### config.mk
export PLATFORM = sky130hd
export DESIGN_NAME = traffic_injection_ctrl_flat
export DESIGN_NICKNAME = d
export VERILOG_FILES = /design/src/rtl/traffic_injection_ctrl_if.sv /design/src/rtl/traffic_injection_ctrl.sv /design/src/flat_wrapper.sv
export SDC_FILE = /design/constraint.sdc
export NUM_CORES = 1
export LEC_CHECK = 0
export CAP_MARGIN = 20
export CELL_PAD_IN_SITES_DETAIL_PLACEMENT = 0
export CELL_PAD_IN_SITES_GLOBAL_PLACEMENT = 2
export CORE_UTILIZATION = 32
export CTS_BUF_LIST = sky130_fd_sc_hd__clkbuf_2
export DETAILED_ROUTE_END_ITERATION = 10
export GPL_TIMING_DRIVEN = 0
export PLACE_DENSITY_LB_ADDON = 0.1
export SLEW_MARGIN = 20
export SYNTH_ARGS = -nofsm -noshare
export SYNTH_HDL_FRONTEND = slang
export SYNTH_SLANG_ARGS = --single-unit
export TNS_END_PERCENT = 50
### constraint.sdc
create_clock -name clk_i -period 3.8 [get_ports clk_i]
set_input_delay 0.76 -clock clk_i [delete_from_list [all_inputs] [get_ports clk_i]]
set_output_delay 0.76 -clock clk_i [all_outputs]
set_load 0.1 [all_outputs]
### src/rtl/traffic_injection_ctrl_if.sv
// Handshake bundle between the traffic generator, the injection controller and the TCDM demux.
// The master view belongs to the controller; the slave view is the surrounding generator/demux.
interface traffic_injection_ctrl_if;
    logic gen_valid;
    logic gen_ready;
    logic req_valid;
    logic req_ready;
    logic resp_valid;

    modport master (
        input  gen_valid,
        output gen_ready,
        output req_valid,
        input  req_ready,
        input  resp_valid
    );

    modport slave (
        output gen_valid,
        input  gen_ready,
        input  req_valid,
        output req_ready,
        output resp_valid
    );
endinterface

### src/rtl/traffic_injection_ctrl.sv
// Run controller for the TCDM traffic generator: warm-up/measure/drain sequencing, token-bucket
// rate throttling, outstanding-read limiting and in-window issue/retire statistics.
module traffic_injection_ctrl #(
    parameter int unsigned MaxOutstanding = 1024,
    parameter int unsigned RateWidth      = 8,
    parameter int unsigned CntWidth       = 32,
    parameter int unsigned OstWidth       = $clog2(MaxOutstanding + 1)
) (
    input  logic                    clk_i,
    input  logic                    rst_i,
    input  logic                    start_i,
    input  logic [CntWidth-1:0]     warmup_cycles_i,
    input  logic [CntWidth-1:0]     measure_cycles_i,
    input  logic [RateWidth:0]      rate_i,
    traffic_injection_ctrl_if.master hs,
    output logic                    busy_o,
    output logic                    measuring_o,
    output logic                    done_o,
    output logic                    error_o,
    output logic [OstWidth-1:0]     outstanding_o,
    output logic [CntWidth-1:0]     issued_o,
    output logic [CntWidth-1:0]     retired_o
);

    typedef enum logic [2:0] {
        ST_IDLE    = 3'd0,
        ST_WARMUP  = 3'd1,
        ST_MEASURE = 3'd2,
        ST_DRAIN   = 3'd3,
        ST_DONE    = 3'd4
    } state_e;

    localparam logic [CntWidth-1:0] CntOne = CntWidth'(1);
    localparam logic [OstWidth-1:0] OstOne = OstWidth'(1);
    localparam logic [OstWidth-1:0] OstMax = OstWidth'(MaxOutstanding);

    function automatic logic [CntWidth-1:0] sat_inc(input logic [CntWidth-1:0] v);
        if (v == {CntWidth{1'b1}}) begin
            return v;
        end else begin
            return v + CntOne;
        end
    endfunction

    state_e                 state_r, state_d;
    logic [CntWidth-1:0]    cnt_r, cnt_d;
    logic [CntWidth-1:0]    measure_r, measure_d;
    logic [RateWidth:0]     rate_r, rate_d;
    logic [RateWidth-1:0]   acc_r, acc_d;
    logic                   token_r, token_d;
    logic [OstWidth-1:0]    ost_r, ost_d;
    logic [CntWidth-1:0]    issued_r, issued_d;
    logic [CntWidth-1:0]    retired_r, retired_d;
    logic                   error_r, error_d;
    logic                   busy_r, measuring_r, done_r;

    logic                   active_s;
    logic                   allow_s;
    logic                   fire_s;
    logic [RateWidth:0]     acc_sum_s;

    assign active_s  = (state_r == ST_WARMUP) || (state_r == ST_MEASURE);
    assign allow_s   = active_s && token_r && (ost_r < OstMax);
    assign fire_s    = hs.gen_valid && hs.req_ready && allow_s;
    assign acc_sum_s = {1'b0, acc_r} + rate_r;

    assign hs.req_valid = hs.gen_valid & allow_s;
    assign hs.gen_ready = hs.req_ready & allow_s;

    // Next-state, phase counter, token bucket, outstanding tracking and statistics
    always_comb begin
        state_d   = state_r;
        cnt_d     = cnt_r;
        measure_d = measure_r;
        rate_d    = rate_r;
        acc_d     = acc_r;
        token_d   = token_r;
        ost_d     = ost_r;
        issued_d  = issued_r;
        retired_d = retired_r;
        error_d   = error_r;

        // A response with nothing in flight is a protocol error; the count stays at zero.
        if (fire_s && !hs.resp_valid) begin
            ost_d = ost_r + OstOne;
        end else if (!fire_s && hs.resp_valid && (ost_r != '0)) begin
            ost_d = ost_r - OstOne;
        end else begin
            ost_d = ost_r;
        end

        if (hs.resp_valid && (ost_r == '0)) begin
            error_d = 1'b1;
        end else begin
            error_d = error_r;
        end

        if (active_s) begin
            acc_d   = acc_sum_s[RateWidth-1:0];
            token_d = acc_sum_s[RateWidth] | (token_r & ~fire_s);
        end else begin
            acc_d   = acc_r;
            token_d = token_r;
        end

        if (state_r == ST_MEASURE) begin
            issued_d  = fire_s ? sat_inc(issued_r) : issued_r;
            retired_d = hs.resp_valid ? sat_inc(retired_r) : retired_r;
        end else begin
            issued_d  = issued_r;
            retired_d = retired_r;
        end

        case (state_r)
            ST_IDLE, ST_DONE: begin
                if (start_i) begin
                    measure_d = measure_cycles_i;
                    rate_d    = rate_i;
                    acc_d     = '0;
                    token_d   = 1'b1;
                    issued_d  = '0;
                    retired_d = '0;
                    error_d   = 1'b0;
                    if (warmup_cycles_i != '0) begin
                        state_d = ST_WARMUP;
                        cnt_d   = warmup_cycles_i;
                    end else if (measure_cycles_i != '0) begin
                        state_d = ST_MEASURE;
                        cnt_d   = measure_cycles_i;
                    end else begin
                        state_d = ST_DRAIN;
                        cnt_d   = '0;
                    end
                end else begin
                    state_d = state_r;
                end
            end
            ST_WARMUP: begin
                if (cnt_r == CntOne) begin
                    if (measure_r != '0) begin
                        state_d = ST_MEASURE;
                        cnt_d   = measure_r;
                    end else begin
                        state_d = ST_DRAIN;
                        cnt_d   = '0;
                    end
                end else begin
                    cnt_d = cnt_r - CntOne;
                end
            end
            ST_MEASURE: begin
                if (cnt_r == CntOne) begin
                    state_d = ST_DRAIN;
                    cnt_d   = '0;
                end else begin
                    cnt_d = cnt_r - CntOne;
                end
            end
            ST_DRAIN: begin
                if (ost_r == '0) begin
                    state_d = ST_DONE;
                end else begin
                    state_d = ST_DRAIN;
                end
            end
            default: begin
                state_d = ST_IDLE;
                cnt_d   = '0;
            end
        endcase
    end

    // State, datapath and status registers with synchronous reset
    always_ff @(posedge clk_i) begin
        if (rst_i) begin
            state_r     <= ST_IDLE;
            cnt_r       <= '0;
            measure_r   <= '0;
            rate_r      <= '0;
            acc_r       <= '0;
            token_r     <= 1'b0;
            ost_r       <= '0;
            issued_r    <= '0;
            retired_r   <= '0;
            error_r     <= 1'b0;
            busy_r      <= 1'b0;
            measuring_r <= 1'b0;
            done_r      <= 1'b0;
        end else begin
            state_r     <= state_d;
            cnt_r       <= cnt_d;
            measure_r   <= measure_d;
            rate_r      <= rate_d;
            acc_r       <= acc_d;
            token_r     <= token_d;
            ost_r       <= ost_d;
            issued_r    <= issued_d;
            retired_r   <= retired_d;
            error_r     <= error_d;
            busy_r      <= (state_d == ST_WARMUP) || (state_d == ST_MEASURE) ||
                           (state_d == ST_DRAIN);
            measuring_r <= (state_d == ST_MEASURE);
            done_r      <= (state_d == ST_DONE);
        end
    end

    assign busy_o        = busy_r;
    assign measuring_o   = measuring_r;
    assign done_o        = done_r;
    assign error_o       = error_r;
    assign outstanding_o = ost_r;
    assign issued_o      = issued_r;
    assign retired_o     = retired_r;

endmodule

### src/flat_wrapper.sv
// flat-port wrapper written by rule: the top's interface ports become plain ports
module traffic_injection_ctrl_flat 
#(
    parameter int unsigned MaxOutstanding = 1024,
    parameter int unsigned RateWidth      = 8,
    parameter int unsigned CntWidth       = 32,
    parameter int unsigned OstWidth       = $clog2(MaxOutstanding + 1)
)
  (clk_i, rst_i, start_i, warmup_cycles_i, measure_cycles_i, rate_i, busy_o, measuring_o, done_o, error_o, outstanding_o, issued_o, retired_o, hs_gen_valid, hs_gen_ready, hs_req_valid, hs_req_ready, hs_resp_valid);
  traffic_injection_ctrl_if hs_i ();
  input  logic clk_i;
  input  logic rst_i;
  input  logic start_i;
  input  logic [CntWidth-1:0] warmup_cycles_i;
  input  logic [CntWidth-1:0] measure_cycles_i;
  input  logic [RateWidth:0] rate_i;
  output logic busy_o;
  output logic measuring_o;
  output logic done_o;
  output logic error_o;
  output logic [OstWidth-1:0] outstanding_o;
  output logic [CntWidth-1:0] issued_o;
  output logic [CntWidth-1:0] retired_o;
  input wire logic [$bits(hs_i.gen_valid)-1:0] hs_gen_valid;
  output wire logic [$bits(hs_i.gen_ready)-1:0] hs_gen_ready;
  output wire logic [$bits(hs_i.req_valid)-1:0] hs_req_valid;
  input wire logic [$bits(hs_i.req_ready)-1:0] hs_req_ready;
  input wire logic [$bits(hs_i.resp_valid)-1:0] hs_resp_valid;
  assign hs_i.gen_valid = hs_gen_valid;
  assign hs_gen_ready = hs_i.gen_ready;
  assign hs_req_valid = hs_i.req_valid;
  assign hs_i.req_ready = hs_req_ready;
  assign hs_i.resp_valid = hs_resp_valid;
  traffic_injection_ctrl #(.MaxOutstanding(MaxOutstanding), .RateWidth(RateWidth), .CntWidth(CntWidth), .OstWidth(OstWidth)) u_core (.clk_i(clk_i), .rst_i(rst_i), .start_i(start_i), .warmup_cycles_i(warmup_cycles_i), .measure_cycles_i(measure_cycles_i), .rate_i(rate_i), .hs(hs_i), .busy_o(busy_o), .measuring_o(measuring_o), .done_o(done_o), .error_o(error_o), .outstanding_o(outstanding_o), .issued_o(issued_o), .retired_o(retired_o));
endmodule
==> qor.yml, run 1 <==
outcome:
  outcome: "finished, final reports clean"
sta:
  finalCriticalPeriod_ns: 3.58
  relSlewSlack: 0.224
  rsz0062_at_grt: "yes"
  holdWs_ns: 0.477
  tightest_slew_ns: 1.15
  finalMaxSlewViolations: 0
  finalSetupTns_ns: 0
  fmax_mhz: 279
  finalSetupViolCount: 0
  hold_viol: 0
  fin_crit_sh: 0.943
  worst_clock_skew_ns: 0.0607
power:
  p_per_area_nw_per_um2: 433
  clockPowerShare: 0.199
  totalPowerFinal_mw: 4.75
  p_sw_frac: 0.418
  p_int_mw: 2.77
  seqPwrFrac: 0.421
  p_leak_nw: 3.77
  peakVddDrop_mv: 0.503
  comb_power_share: 0.380
  switchingPower_mw: 1.99
route:
  drt_first_iter_violations: 535
  drt_wl_total_mm: 29.0
  via_per_inst: 5.37
  firstDrtPassIters: 6
  ant_nets: 0
  vias: 8726
  drc_errors: 0
  wire_per_inst_um: 17.8
synth:
  synth-edff-count: 0
  async_flop_share: 0
  ys_seq_area_frac: 0.377
  yosysWarnings: 0
  syn_area_per_cell_um2: 7.99
  ys_types: 69
  syn_nets: 1193
  synth_cells: 1091
  synth_seq_cells: 164
  ys.flop_type: "dfxtp_1"
  synth_area_um2: 8720
grt:
  grt_max_degree: 17
  grt_pass1_vias: 8440
  grt_pass1_wl_mm: 46.7
  grt-ovfl-total: 0
  track_usage: 0.211
  antenna_found_initial: 1
worst_setup_path:
  slowest_stage: "dfxtp_1"
  endpoint_kind: "primary output"
  worstSetupPathType: "reg -> out"
  critPathRequiredTime_ns: 3.04
  cp.arrival_ns: 2.82
  start_kind: "register"
  crit_family: "buffers and inverters"
  critical_path.cell_chain: "clkbuf_1 > nand2b_1 > a21oi_1 > buf_2 > nand2_1 > nor3b_1 > clkbuf_4"
  critPathMaxFanout: 10
  critPathBufInv: 3
  max_stage_delay_ns: 0.36
floorplanning:
  die_area_um2: 27900
  num_rows: 60
  die_w_um: 167
  core_area_um2: 26900
  dieHeight_um: 167
  io_pins: 160
  start_util: 0.324
clock_network:
  clock_latency_ns: 0.75
  cts_made_buffers: 17
  h-tree-depth: 4
  cts_tree: "done"
  cts_sinks: 164
  clkTransAtPathRegs_ns: 0.22
  clock_path_buffers: 2
  postCtsSetupBuffers: 0
  clockRootBuffer: "clkbuf_2"
placed_design:
  portBuffers: 159
  dp_hpwl_mm: 22.1
  gp_congestion: 0.803
final_layout:
  num-nets-final: 1371
  area_delta_synth_final_pct: 25.8
  drive_gt1_frac: 0.0359
  final_util: 0.408
flow_run:
  cap_violations: 0
worst_hold_path:
  min_path_type: "reg -> reg"
flip-flops by register name, indices dropped and copies added, names as in the netlist:
signal,flops
u_core.acc_r,8
u_core.busy_o,1
u_core.cnt_r,32
u_core.done_o,1
u_core.error_o,1
u_core.issued_o,32
u_core.measure_r,32
u_core.measuring_o,1
u_core.outstanding_o,11
u_core.rate_r,9
u_core.retired_o,32
u_core.state_r,3
u_core.token_r,1
power groups by stage:
stage,Clock [mW],Sequential (mW),Combinational (mW)
floorplan,0,2.38,0.935
global placement,0,2.04,1.78
detailed placement,0,2.04,1.79
CTS,0.991,2.01,1.79
global route,1.06,2.03,1.97
finish,0.945,2.00,1.80
Yosys cell counts (5+ instances only):
library cell | n | area share
a211oi_1 | 11 | 0.0095
a21o_1 | 6 | 0.0052
a21oi_1 | 94 | 0.054
a221o_1 | 18 | 0.021
a221oi_1 | 17 | 0.017
a22oi_1 | 6 | 0.0052
a31oi_1 | 6 | 0.0043
and3_1 | 13 | 0.0093
and4_1 | 12 | 0.012
clkbuf_1 | 49 | 0.021
dfxtp_1 | 164 | 0.38
ha_1 | 21 | 0.030
inv_1 | 17 | 0.0073
mux2i_1 | 12 | 0.014
nand2_1 | 161 | 0.069
nand3_1 | 36 | 0.021
nand4_1 | 25 | 0.018
nor2_1 | 104 | 0.045
nor3_1 | 36 | 0.021
nor3b_1 | 6 | 0.0052
nor4_1 | 54 | 0.039
o21ai_0 | 44 | 0.025
or2_2 | 5 | 0.0036
or3_1 | 23 | 0.017
xnor2_1 | 47 | 0.047
xor2_1 | 34 | 0.034
placed cells by master (no fill, tap or decap), types with 21 or more instances in the layout:
cell type / count
xnor2_1: 47
or3_1: 23
clkbuf_1: 48
dfxtp_1: 164
nor4_1: 54
a21oi_1: 94
nand3_1: 36
clkdlybuf4s50_1: 157
nand2_1: 161
o21ai_0: 44
nor2_1: 104
ha_1: 21
xor2_1: 34
nand4_1: 25
nor3_1: 36
metrics by stage:
stage | instance area (um2) | std cells | setup slack [ns]
floorplan | 8720 | 1091 | -0.459
global placement | 10700 | 1591 | -0.520
detailed placement | 10700 | 1591 | -0.497
CTS | 11000 | 1623 | 0.0129
global route | 11000 | 1625 | -0.0530
finish | 11000 | 1625 | 0.217
metal layers:
metal,up-vias,wire [um],track usage,part of all wire
met3,17,1090,0.0342,0.038
met1,4153,14200,0.290,0.49
met4,0,312,0.0467,0.011
met5,-,0,0,0
li1,4366,-,-,-
met2,190,13300,0.347,0.46
final cells by class:
| cell class | instances | area, um2 |
|---|---|---|
| repair buffers | 159 | 1590 |
| diodes | 2 | 5.00 |
| inverters | 18 | 67.6 |
| clock buffers | 18 | 90.1 |
| multi-input cells | 858 | 5180 |
| fillers | 2868 | 15900 |
| flip-flops and latches | 164 | 3280 |
| plain buffers | 51 | 201 |
| clock inverters | 14 | 131 |
| well taps | 341 | 427 |
path summary, 6_finish.rpt:
| check | startpoint | to | slack [ns] | cells past startpoint |
|---|---|---|---|---|
| min | u_core.rate_r[7] | u_core.rate_r[7] | 0.48 | 2 |
| max reg2reg | u_core.state_r[1] | u_core.outstanding_o[10] | 0.35 | 11 |
| min reg2reg | u_core.rate_r[7] | u_core.rate_r[7] | 0.48 | 2 |
| max | u_core.state_r[0] | hs_req_valid | 0.22 | 7 |
tightest hold or removal path, stage by stage (launching register included):
cell	delay, ns
dfxtp_1	0.36
nand2_1	0.05
a21oi_1	0.05
cells by family after synthesis:
group,Yosys count,share of synthesized area
AOI/OAI and AO/OA,240,0.178
xor gates and xnor gates,81,0.0814
adders and majority gates,23,0.0347
buffers and inverters,69,0.0307
DFF,164,0.377
muxes,12,0.0138
and+or+nand+nor,502,0.285
what timing repair did:
action	4_1_cts	5_1_grt
endpoints found under the hold margin	0	0
endpoints found under the setup margin	2	3
hold buffers	0	0
gates resized for setup	13	4
(Power assumes the default switching activity.)
==> run 2, diff against run 1 <==
--- a/config.mk
+++ b/config.mk
@@ -13,6 +13,7 @@
 export DETAILED_ROUTE_END_ITERATION = 10
 export GPL_TIMING_DRIVEN = 0
 export PLACE_DENSITY_LB_ADDON = 0.1
+export SETUP_SLACK_MARGIN = 0.15
 export SLEW_MARGIN = 20
 export SYNTH_ARGS = -nofsm -noshare
 export SYNTH_HDL_FRONTEND = slang
==> run 2 against run 1 <==
  * Sequential cell count did not move
  * Clock skew rose by 0.0029 ns
  * Final area barely moved
  * Die area did not move
  * First-iteration DRC count fell by 1.5%
  * Via count fell by 0.18%
  * Sequential power barely moved
  * Critical path depth did not move
  * Total power barely moved
  * Worst setup slack improved by 0.18 ns
  * Register-to-register slack improved by 0.10 ns
  * Maximum frequency rose by 5.2%
  * Critical endpoint unchanged
==> qor.yml, run 2 (synthesis gave the netlist of run 1 again) <==
power:
  totalPowerFinal_mw: 4.75  # about the same
  seqPwrFrac: 0.421  # about the same
  p_int_mw: 2.77  # about the same
  p_sw_frac: 0.418  # about the same
  p_leak_nw: 3.78  # was 3.77 nW
  comb_power_share: 0.380  # about the same
  peakVddDrop_mv: 0.503  # about the same
  switchingPower_mw: 1.99  # about the same
  clockPowerShare: 0.199  # about the same
  p_per_area_nw_per_um2: 433  # about the same
final_layout:
  stdcell_count: 1625  # unchanged
  fill_cells: 2868  # unchanged
  layout_common_cells: "dfxtp_1, nand2_1, clkdlybuf4s50_1, nor2_1, a21oi_1"  # unchanged
  num-nets-final: 1371  # unchanged
  final_common_cell: "dfxtp_1"  # unchanged
  multi_input_area_um2: 5180  # unchanged
  final_util: 0.408  # about the same
  area_delta_synth_final_pct: 25.9  # was 25.8%
  register_area_um2: 3280  # unchanged
  drive_gt1_frac: 0.0374  # was 0.0359
grt:
  grt-ovfl-total: 0  # unchanged
  antenna_found_initial: 1  # unchanged
  grt_pass1_vias: 8440  # unchanged
  grt_pass1_wl_mm: 46.7  # unchanged
  busiest_layer: "met2"  # unchanged
  grt_use_met1: 0.290  # unchanged
  track_usage: 0.211  # unchanged
  grt_max_degree: 17  # unchanged
  grt_use_met3: 0.0342  # unchanged
  grt_use_met2: 0.347  # unchanged
floorplanning:
  dieHeight_um: 167  # unchanged
  io_pins: 160  # unchanged
  core_area_um2: 26900  # unchanged
  die_area_um2: 27900  # unchanged
  die_w_um: 167  # unchanged
  num_rows: 60  # unchanged
  start_util: 0.324  # unchanged
clock_network:
  clkTransAtPathRegs_ns: 0.22  # about the same
  postCtsSetupBuffers: 0  # unchanged
  clock_path_buffers: 2  # unchanged
  h-tree-depth: 4  # unchanged
  cts_made_buffers: 17  # unchanged
  clockRootBuffer: "clkbuf_2"  # unchanged
  cts_sinks: 164  # unchanged
  clock_latency_ns: 0.75  # about the same
  cts_tree: "done"  # unchanged
  cts_hold_buffers: 0  # unchanged
sta:
  finalSetupTns_ns: 0  # unchanged
  hold_viol: 0  # unchanged
  holdWs_ns: 0.477  # about the same
  relSlewSlack: 0.224  # about the same
  tightest_slew_ns: 1.15  # about the same
  finalCriticalPeriod_ns: 3.41  # was 3.58 ns
  fin_crit_sh: 0.896  # was 0.943
  fmax_mhz: 294  # was 279 MHz
  finalSetupViolCount: 0  # unchanged
  finalMaxSlewViolations: 0  # unchanged
  rsz0062_at_grt: "no"  # was yes
  worst_clock_skew_ns: 0.0635  # was 0.0607 ns
placed_design:
  dp_hpwl_mm: 22.1  # unchanged
  portBuffers: 159  # unchanged
  gp_congestion: 0.803  # unchanged
  dp_cells: 1591  # unchanged
route:
  vias: 8710  # was 8,726
  wire_per_inst_um: 17.8  # about the same
  firstDrtPassIters: 5  # was 6
  via_per_inst: 5.36  # was 5.37
  drc_errors: 0  # unchanged
  drt_first_iter_violations: 527  # was 535
  drt_wl_total_mm: 29.0  # about the same
  ant_nets: 0  # unchanged
worst_setup_path:
  worstSetupPathType: "reg -> out"  # unchanged
  worstReg2RegStart: "u_core.outstanding_o[10]"  # was u_core.state_r[1]
  rrSetupSlack_ns: 0.45  # was 0.35 ns
  endpoint_kind: "primary output"  # unchanged
  critPathRequiredTime_ns: 3.04  # about the same
  critPathBufInv: 3  # unchanged
  max_stage_delay_ns: 0.35  # was 0.36 ns
  rr_endpoint: "u_core.outstanding_o[10]"  # unchanged
  r2r_cells: 10  # was 11
  crit_family: "buffers and inverters"  # unchanged
  critical_path.cell_chain: "clkbuf_2 > nand2b_1 > a21oi_1 > clkbuf_4 > nand2_1 > nor3b_1 > buf_4"  # was clkbuf_1 > nand2b_1 > a21oi_1 > buf_2 > nand2_1 > nor3b_1 > clkbuf_4
  start_kind: "register"  # unchanged
  slowest_stage: "dfxtp_1"  # unchanged
  cp.arrival_ns: 2.65  # was 2.82 ns
  critPathMaxFanout: 10  # unchanged
worst_hold_path:
  worstHoldStart: "u_core.rate_r[7]"  # unchanged
  holdPathEnd: "u_core.rate_r[7]"  # unchanged
  min_path_type: "reg -> reg"  # unchanged
  holdPathStages: 2  # unchanged
flow_run:
  cap_violations: 0  # unchanged
outcome:
  outcome: "finished, final reports clean"  # unchanged
-- run 2: metal layers --
layer,vias up,routed length [um]
met4,0,307
met3,15,1140
met5,-,0
met1,4131,14200
met2,198,13400
li1,4366,-
-- run 2: worst min-delay path, cell delays in order (launching register included) --
cell	delay (ns)
dfxtp_1	0.36
nand2_1	0.05
a21oi_1	0.05
-- run 2: repair_timing --
action                     in CTS  in global routing
gates resized for setup        16                  5
pin swaps                       0                  0
setup endpoints to repair       2                  3
-- run 2: power groups by stage --
| stage | clock [mW] | sequential [mW] | combinational, mW |
|---|---|---|---|
| 6_report | 0.947 | 2.00 | 1.80 |
| 5_1_grt | 1.06 | 2.03 | 1.97 |
| 4_1_cts | 0.991 | 2.01 | 1.79 |
| 3_5_place_dp | 0 | 2.04 | 1.79 |
| 3_3_place_gp | 0 | 2.04 | 1.78 |
| 2_1_floorplan | 0 | 2.38 | 0.935 |
-- run 2: through the flow --
stage               area, um2  worst slack (ns)
floorplan                8720            -0.459
global placement        10700            -0.520
detailed placement      10700            -0.497
CTS                     11000             0.177
global route            11000             0.153
finish                  11000             0.394
-- run 2: worst max path at each step --
stage	start	to	slack (ns)	cells past startpoint
floorplan	u_core.state_r[0]	hs_gen_ready	-0.46	6
global placement	hs_req_ready	u_core.outstanding_o[10]	-0.52	11
detailed placement	hs_req_ready	u_core.outstanding_o[10]	-0.50	11
CTS	u_core.state_r[1]	u_core.outstanding_o[10]	0.18	11
global route	u_core.state_r[1]	hs_req_valid	0.15	7
finish	u_core.state_r[1]	hs_req_valid	0.39	7
-- run 2: final cells by class --
type / instances / share of cell area
multi-input cells: 858 / 0.472
flip-flops and latches: 164 / 0.299
repair buffers: 159 / 0.145
well taps: 341 / 0.0389
plain buffers: 51 / 0.0188
clock inverters: 14 / 0.0120
clock buffers: 18 / 0.00821
inverters: 18 / 0.00616
diodes: 2 / 0.000456
